===== src/rtl/song_sequencer.sv =====
// song_sequencer
// Prefetches 16-bit song words from memory into a small FIFO, decodes tempo,
// end-of-song and note words, and presents notes to the timing controller
// with a valid/done handshake. Supports play/pause, stop and loop-on-end.
module song_sequencer #(
    parameter int ADDR_W      = 23,
    parameter int FIFO_DEPTH  = 4,
    parameter int START_ADDR  = 0,
    parameter int DEFAULT_BPM = 80
) (
    input  logic                          CLK,
    input  logic                          RST_N,
    input  logic                          PB_PLY,
    input  logic                          STOP,
    input  logic                          LOOP,
    output logic                          MEM_REQ,
    output logic [ADDR_W-1:0]             MEM_ADDR,
    input  logic                          MEM_ACK,
    input  logic [15:0]                   MEM_DATA,
    output logic                          NOTE_VALID,
    output logic [1:0]                    MODE,
    output logic [5:0]                    TONE,
    output logic [3:0]                    NOTE,
    input  logic                          NOTE_DONE,
    output logic [7:0]                    BPM,
    output logic                          PLAY,
    output logic                          END_SONG,
    output logic [$clog2(FIFO_DEPTH):0]   FIFO_LEVEL
);

    localparam int PW = $clog2(FIFO_DEPTH);
    localparam int LW = PW + 1;
    localparam logic [ADDR_W-1:0] START_A   = ADDR_W'(START_ADDR);
    localparam logic [7:0]        DEF_BPM   = 8'(DEFAULT_BPM);
    localparam logic [LW-1:0]     DEPTH_LVL = LW'(FIFO_DEPTH);

    typedef enum logic {F_IDLE, F_REQ}  fetch_state_t;
    typedef enum logic {C_POP,  C_NOTE} cons_state_t;

    fetch_state_t  f_state;
    cons_state_t   c_state;

    logic          pb_q;
    logic          pb_rise;
    logic          play_next;
    logic          end_seen;
    logic          discard;

    logic [15:0]   fifo_mem [FIFO_DEPTH];
    logic [PW-1:0] wr_ptr;
    logic [PW-1:0] rd_ptr;
    logic [15:0]   head;

    logic          head_bpm;
    logic          head_end;
    logic          data_end;
    logic          pop;
    logic          end_pop;
    logic          flush;
    logic          ack_take;
    logic          ack_drop;
    logic          push;
    logic          fetch_start;

    assign head        = fifo_mem[rd_ptr];
    assign head_bpm    = (head[15:14] == 2'b11) && (head[7:0] != 8'd0);
    assign head_end    = (head[15:14] == 2'b11) && (head[7:0] == 8'd0);
    assign data_end    = (MEM_DATA[15:14] == 2'b11) && (MEM_DATA[7:0] == 8'd0);
    assign pop         = (c_state == C_POP) && PLAY && (FIFO_LEVEL != '0) && !STOP;
    assign end_pop     = pop && head_end;
    assign flush       = STOP || end_pop;
    assign ack_take    = (f_state == F_REQ) && MEM_ACK;
    assign ack_drop    = ack_take && (discard || flush);
    assign push        = ack_take && !ack_drop;
    assign fetch_start = (f_state == F_IDLE) && PLAY && !end_seen && !flush
                         && (FIFO_LEVEL < DEPTH_LVL);
    assign pb_rise     = PB_PLY && !pb_q;

    // Next play state: button edge toggles, stop or a non-looping end wins over the toggle
    always_comb begin
        play_next = PLAY;
        if (pb_rise) begin
            play_next = !PLAY;
        end
        if (STOP || (end_pop && !LOOP)) begin
            play_next = 1'b0;
        end
    end

    // Play state register and button edge history
    always_ff @(posedge CLK or negedge RST_N) begin
        if (!RST_N) begin
            pb_q <= 1'b0;
            PLAY <= 1'b0;
        end else begin
            pb_q <= PB_PLY;
            PLAY <= play_next;
        end
    end

    // Fetch FSM: one outstanding request at a time, address held until the ack; a stop or end
    // during a request marks the reply for discarding and the rewind happens when it lands
    always_ff @(posedge CLK or negedge RST_N) begin
        if (!RST_N) begin
            f_state  <= F_IDLE;
            MEM_REQ  <= 1'b0;
            MEM_ADDR <= START_A;
            end_seen <= 1'b0;
            discard  <= 1'b0;
        end else if (f_state == F_IDLE) begin
            if (flush) begin
                MEM_ADDR <= START_A;
                end_seen <= 1'b0;
            end else if (fetch_start) begin
                f_state <= F_REQ;
                MEM_REQ <= 1'b1;
            end
        end else begin
            if (ack_drop) begin
                MEM_ADDR <= START_A;
                discard  <= 1'b0;
                end_seen <= 1'b0;
                f_state  <= F_IDLE;
                MEM_REQ  <= 1'b0;
            end else if (ack_take) begin
                MEM_ADDR <= MEM_ADDR + ADDR_W'(1);
                if (data_end) begin
                    end_seen <= 1'b1;
                end
                f_state <= F_IDLE;
                MEM_REQ <= 1'b0;
            end else if (flush) begin
                discard  <= 1'b1;
                end_seen <= 1'b0;
            end
        end
    end

    // Prefetch FIFO storage; words land only on an accepted ack
    always_ff @(posedge CLK) begin
        if (push) begin
            fifo_mem[wr_ptr] <= MEM_DATA;
        end
    end

    // FIFO pointers and level; stop and end-of-song empty it in one cycle
    always_ff @(posedge CLK or negedge RST_N) begin
        if (!RST_N) begin
            wr_ptr     <= '0;
            rd_ptr     <= '0;
            FIFO_LEVEL <= '0;
        end else if (flush) begin
            wr_ptr     <= '0;
            rd_ptr     <= '0;
            FIFO_LEVEL <= '0;
        end else begin
            if (push) begin
                wr_ptr <= wr_ptr + PW'(1);
            end
            if (pop) begin
                rd_ptr <= rd_ptr + PW'(1);
            end
            if (push && !pop) begin
                FIFO_LEVEL <= FIFO_LEVEL + LW'(1);
            end else if (!push && pop) begin
                FIFO_LEVEL <= FIFO_LEVEL - LW'(1);
            end
        end
    end

    // Consumer FSM: tempo words apply at one per cycle, notes are held until done, pause masks valid
    always_ff @(posedge CLK or negedge RST_N) begin
        if (!RST_N) begin
            c_state    <= C_POP;
            NOTE_VALID <= 1'b0;
            MODE       <= 2'd0;
            TONE       <= 6'd0;
            NOTE       <= 4'd0;
            BPM        <= DEF_BPM;
            END_SONG   <= 1'b0;
        end else begin
            END_SONG <= 1'b0;
            if (STOP) begin
                NOTE_VALID <= 1'b0;
                c_state    <= C_POP;
                BPM        <= DEF_BPM;
            end else if (c_state == C_POP) begin
                NOTE_VALID <= 1'b0;
                if (pop) begin
                    if (head_end) begin
                        END_SONG <= 1'b1;
                        BPM      <= DEF_BPM;
                    end else if (head_bpm) begin
                        BPM <= head[7:0];
                    end else begin
                        MODE       <= head[15:14];
                        TONE       <= head[13:8];
                        NOTE       <= head[3:0];
                        NOTE_VALID <= play_next;
                        c_state    <= C_NOTE;
                    end
                end
            end else begin
                if (NOTE_VALID && NOTE_DONE) begin
                    NOTE_VALID <= 1'b0;
                    c_state    <= C_POP;
                end else begin
                    NOTE_VALID <= play_next;
                end
            end
        end
    end

endmodule


===== config.mk =====
export PLATFORM = sky130hd
export DESIGN_NAME = song_sequencer
export DESIGN_NICKNAME = d
export VERILOG_FILES = /design/src/rtl/song_sequencer.sv
export SDC_FILE = /design/constraint.sdc
export NUM_CORES = 1
export LEC_CHECK = 0
export BUFFER_PORTS_ARGS = -buffer_cell sky130_fd_sc_hd__buf_2
export CORE_ASPECT_RATIO = 1.4
export CORE_MARGIN = 4
export CORE_UTILIZATION = 29
export CTS_BUF_LIST = sky130_fd_sc_hd__clkbuf_4 sky130_fd_sc_hd__clkbuf_8 sky130_fd_sc_hd__clkbuf_16
export CTS_CLUSTER_SIZE = 8
export DETAILED_ROUTE_END_ITERATION = 6
export PLACE_DENSITY = 0.51
export REMOVE_ABC_BUFFERS = 1
export SYNTH_ARGS = -nofsm -noshare
export SYNTH_HDL_FRONTEND = slang
export SYNTH_SLANG_ARGS = --single-unit
export TNS_END_PERCENT = 10

===== constraint.sdc =====
create_clock -name CLK -period 4.34 [get_ports CLK]
set_input_delay 0.434 -clock CLK [delete_from_list [all_inputs] [get_ports CLK]]
set_output_delay 0.434 -clock CLK [all_outputs]
set_load 0.02 [all_outputs]

# Yosys cells after proc, flatten, opt, wreduce, memory -nomap -nowiden
# Memories as Yosys holds them, arrays and structs flattened.
# Cells that the tools add are included.
# op_classes
n_reduce_logical,48
magnitude_cmp,1
eq_ne,7
n_bitwise,5
n_mux,54
n_addsub,5
# op_table
op,count
23-bit two-way mux,4
8-bit two-way mux,5
1-bit two-way mux,38
23-bit by 1-bit adder with 23-bit output (second input constant),1
1-bit logical AND,19
8-bit zero test,2
2-bit nonzero test,6
1-bit zero test,9
3-bit two-way mux,3
3-bit AND reduction,3
3-bit nonzero test,3
2-bit two-way mux,4
8-bit nonzero test,1
1-bit NOT,5
5-bit AND reduction,1
2-bit by 1-bit adder with 2-bit output (second input constant),2
2-bit equality test (second input constant),2
2-bit != test (second input constant),2
4-bit by 3-bit != test with 1-bit output (second input constant),1
3-bit by 1-bit adder with 3-bit output (second input constant),1
1-bit logical OR,3
3-bit less-than comparator (second input constant),1
3-bit by 1-bit != test with 1-bit output (second input constant),1
3-bit by 1-bit subtractor with 3-bit output (second input constant),1
2 further kinds,2
# word_totals
mem_count,1
inputBits,23
regBits,59
ram_bits,64
out_inout_bits,50
# memory_table
memory,depth,width,read_ports,rd_clocked_by_memory_dff,wr,line,rtl
fifo_mem,4,16,1,0,1,49,logic [15:0] fifo_mem [FIFO_DEPTH];

# Depth between registers and ports, before layout
# depth
depth_word,15
ltp_mapped,10
depth_no_buf,9

# Worst setup path before layout
# Ideal clock, no wire load.
# synth_path
path_kind,register to register
start,register rd_ptr[0]
end,"memory fifo_mem[0][0], enable pin"
t_arrival_ns,2.704
setup_time_ns,0.319
slack_ns,1.317
required_ns,4.021
n_path_buf,3
stages_incl_launch_ff,9
path_cell_list,dfrtp_1 > buf_6 > mux4_2 > or4_4 > o41ai_4 > buf_4 > nor2_2 > clkbuf_1 > and2_1
# synth_between
elab_chain_cells,11
# synth_rtl
item,line,rtl
"start, declared",51,logic [PW-1:0] rd_ptr;
"start signal, assigned",161,rd_ptr <= rd_ptr + PW'(1);
memory 4 x 16 bit *,n/a,
8-bit zero test / 2-bit equality test (equally long branches),67,assign head_end = (head[15:14] == 2'b11) && (head[7:0] == 8'd0);
1-bit logical AND *,67,
1-bit logical AND *,70,assign end_pop = pop && head_end;
1-bit logical OR *,71,assign flush = STOP || end_pop;
1-bit logical OR *,73,assign ack_drop = ack_take && (discard || flush);
1-bit logical AND *,73,
1-bit zero test *,74,assign push = ack_take && !ack_drop;
1-bit logical AND *,74,
1-bit two-way mux *,141,if (push) begin
1-bit two-way mux (implied by the code) *,142,fifo_mem[wr_ptr] <= MEM_DATA;
"end, declared",49,
# Every way passes the cells marked *; elsewhere a longest branch is shown, timed or not.

# Final worst setup path
# layout_path
start,register rd_ptr[1]
end,"memory fifo_mem[1][4], enable pin"
# The elaborated chain is that of the path after synthesis.

==> results.toml <==
[setup_path]
reg2reg_to = "fifo_mem[1][4]"
critical_path_arrival_ps = 3550
ff2ff_path_depth = 6
cp-end-kind = "register"
timing.critical_path.fanout_max = 24
worst-endpoint-required_ps = 4370
startpoint = "rd_ptr[1]"
sort_of_element_at_the_start_of_the_critical_path = "register"
worst_setup_path_endpoint = "fifo_mem[1][4]"
r2r_start = "rd_ptr[1]"
r2r_slack_ps = 820
critPathKind = "reg -> reg"

[drt]
number_of_iterations_in_the_first_detailed_routing_pass = 4
detail_route.vias_per_cell = 4.80
met3_length_um = 514
routed_wirelength_normalized_by_instance_count_um = 16.8
route.final.wire_length_um = 11900
route.vias.total = 3410
wirelength_met1_um = 4950
starting_drc_count_in_detailed_routing = 204
dr_wl_met2_um = 6250
maxUsedRoutingLayer = "met5"
final_antenna_net_count = 0
drc = 0

[place]
routability_congestion_estimate_from_global_placement = 0.799
hpwl_um = 8410
io_buffer_count = 72
pre_cts_slack_ps = 767

[clocking]
clock_latency_ps = 410
tritoncts.num_buffers = 17
cts-resized-gates = 0
clock_tree_from_tritoncts = "built"
clock_sinks = 123
clkTransAtPathRegs_ps = 60
cts_root_buf = "clkbuf_16"
clock_path_buffers = 2
postcts_setup_bufs = 0
hold_buffers = 0
clock_tree.htree_level_count = 4

[yosys]
synth_flop_cell = "edfxtp_1"
ys_top_cells_by_area = "edfxtp_1 37%, dfrtp_1 27%, mux4_2 6.9%"
yosys.cell_types.count = 52
synth-seq-area-share = 0.652
synth_area_per_cell_sq_um = 13.8
post-synth-top-area-cell = "edfxtp_1"
synth_seq_cells = 123
synth-async-reset-ratio = 0.480
synth_area_sq_mm = 0.00522
synth_largest_type_area_fraction = 0.368
synth_edf_count = 64
yosysWarningCount = 0
netlist_instances = 379

[timing]
grt_setup_unrepaired = "no"
fmax_mhz = 284
min_period_over_period = 0.811
worst_slew_slack_as_a_fraction_of_its_limit = 0.394
clock_period_minus_worst_slack_ps = 3520
final.setup.tns_ps = 0
post-route-worst-setup-slack_ps = 820
tightest_pin_transition_ps = 908
setup_violations = 0
timing.final.hold_violations = 0
finalMaxSlewViolations = 0
clock-skew-final_ps = 5.36

[die]
dieArea_sq_mm = 0.0202
fp.dieW_um = 121
initial_utilization = 0.297
io-pin-count = 73
die_height_um = 167
placementRows = 57
core_region_area_sq_mm = 0.0175

[global_routing]
first_pass_grt_wire_length_um = 18900
overall_global_routing_resource_usage = 0.123
grt.overflow.total = 0
pin_count_of_the_biggest_net_entering_global_routing = 34
vias_in_the_first_global_route = 3487
initial_antenna_violation_count = 1

[power]
p_leak_nw = 2.55
pwr-share-clk = 0.432
vdd_ir_drop_max_mv = 0.206
power_density_mw_per_mm2 = 470
sequentialPowerShare = 0.449
netSwitchingFraction = 0.260
comb_power_share = 0.119
p_switching_w = 0.000783
p_int_w = 0.00223

[hold_path]
hold_path_class = "in -> async"

[finish]
final.fill_count = 1742
final_nets = 491
flow.area_growth_from_synthesis_pct = 22.9
diodes = 0
regArea_sq_mm = 0.00340
layout_common_cells = "72 x buf_2, 64 x edfxtp_1, 57 x dfrtp_1"
multi_input_gate_area_sq_mm = 0.00170
post_route_cells_drive_above_1_share = 0.318
layout.cells.most_common = "buf_2"

[run_status]
outcome = "finished clean"

[run]
max_cap_viol_count = 0
==> synth_stat cells, types with 3 or more instances <==
cell      number
a21oi_1       15
nor3b_1        3
a22o_1         8
or3_1          4
clkbuf_1       8
nor2_1        23
nand3_1        9
mux4_2        16
edfxtp_1      64
nand2_1       27
ha_1           5
inv_1         12
mux2_2        11
dfrtp_1       57
nor4_1         5
and3_1         5
nor3_1        21
xnor2_1        3
o21ai_0       15
a31oi_1       16
and2_1         7
buf_4          3
==> worst min-delay path by stage <==
stage	cells past startpoint	endpoint	startpoint
after floorplan	0	BPM[0]	RST_N
after global placement	2	BPM[4]	BPM[4]
after detailed placement	2	BPM[4]	BPM[4]
after CTS	1	MEM_ADDR[6]	RST_N
after global routing	1	MEM_ADDR[6]	RST_N
final	1	pb_q	RST_N
==> worst max-delay path, cell delays in order, from the launching register on <==
cell,delay [ps]
dfrtp_1,700
buf_4,260
mux4_2,310
nand2_1,230
o41ai_4,130
nor2_2,700
and2_1,800
==> stage by stage <==
step | hold slack (ps) | cells | utilization | area, sq um | power, W
3_3_place_gp | 480 | 679 | 0.334 | 5870 | 0.00174
6_report | 47.7 | 711 | 0.366 | 6420 | 0.00301
4_1_cts | 48.3 | 711 | 0.366 | 6420 | 0.00306
3_5_place_dp | 484 | 679 | 0.334 | 5870 | 0.00174
5_1_grt | 77.6 | 711 | 0.366 | 6420 | 0.00314
2_1_floorplan | 138 | 363 | - | 5140 | 0.00159
==> metal layers <==
layer / up-vias / global-route usage
met3: 19 / 0.0336
met2: 81 / 0.209
met4: 2 / 0.0497
met1: 1699 / 0.146
li1: 1609 / -
met5: - / 0
==> flip-flops by register name, summed over array words and instances, names as in the netlist, 2 cells and up <==
name        cells
BPM             8
TONE            6
MODE            2
wr_ptr          2
NOTE            4
MEM_ADDR       23
fifo_mem       64
FIFO_LEVEL      3
rd_ptr          2
==> cells by family (layout without fill, tap and decap cells) <==
family | Yosys count | count (layout) | synth area share
buf+inv | 28 | 124 | 0.0242
compound gates | 73 | 73 | 0.0945
fa+ha+maj | 6 | 6 | 0.0158
xor+xnor | 3 | 3 | 0.00504
mux | 29 | 29 | 0.0966
flops | 123 | 123 | 0.652
simple gates | 117 | 117 | 0.112
==> power groups by stage <==
| stage | combinational, W | clock (W) | sequential [W] |
|---|---|---|---|
| after detailed placement | 0.000368 | 0 | 0.00138 |
| after CTS | 0.000368 | 0.00134 | 0.00135 |
| after global placement | 0.000364 | 0 | 0.00137 |
| after floorplan | 0.000142 | 0 | 0.00145 |
| final | 0.000359 | 0.00130 | 0.00135 |
| after global routing | 0.000395 | 0.00138 | 0.00136 |
==> cell type report <==
| type | count | area share |
|---|---|---|
| Sequential cell | 123 | 0.530 |
| Multi-Input combinational cell | 228 | 0.266 |
| Clock buffer | 17 | 0.0663 |
| Timing Repair Buffer | 80 | 0.0655 |
| Tap cell | 236 | 0.0460 |
| Clock inverter | 15 | 0.0195 |
| Inverter | 12 | 0.00702 |
No activity file was read; power rests on OpenSTA's default activity.
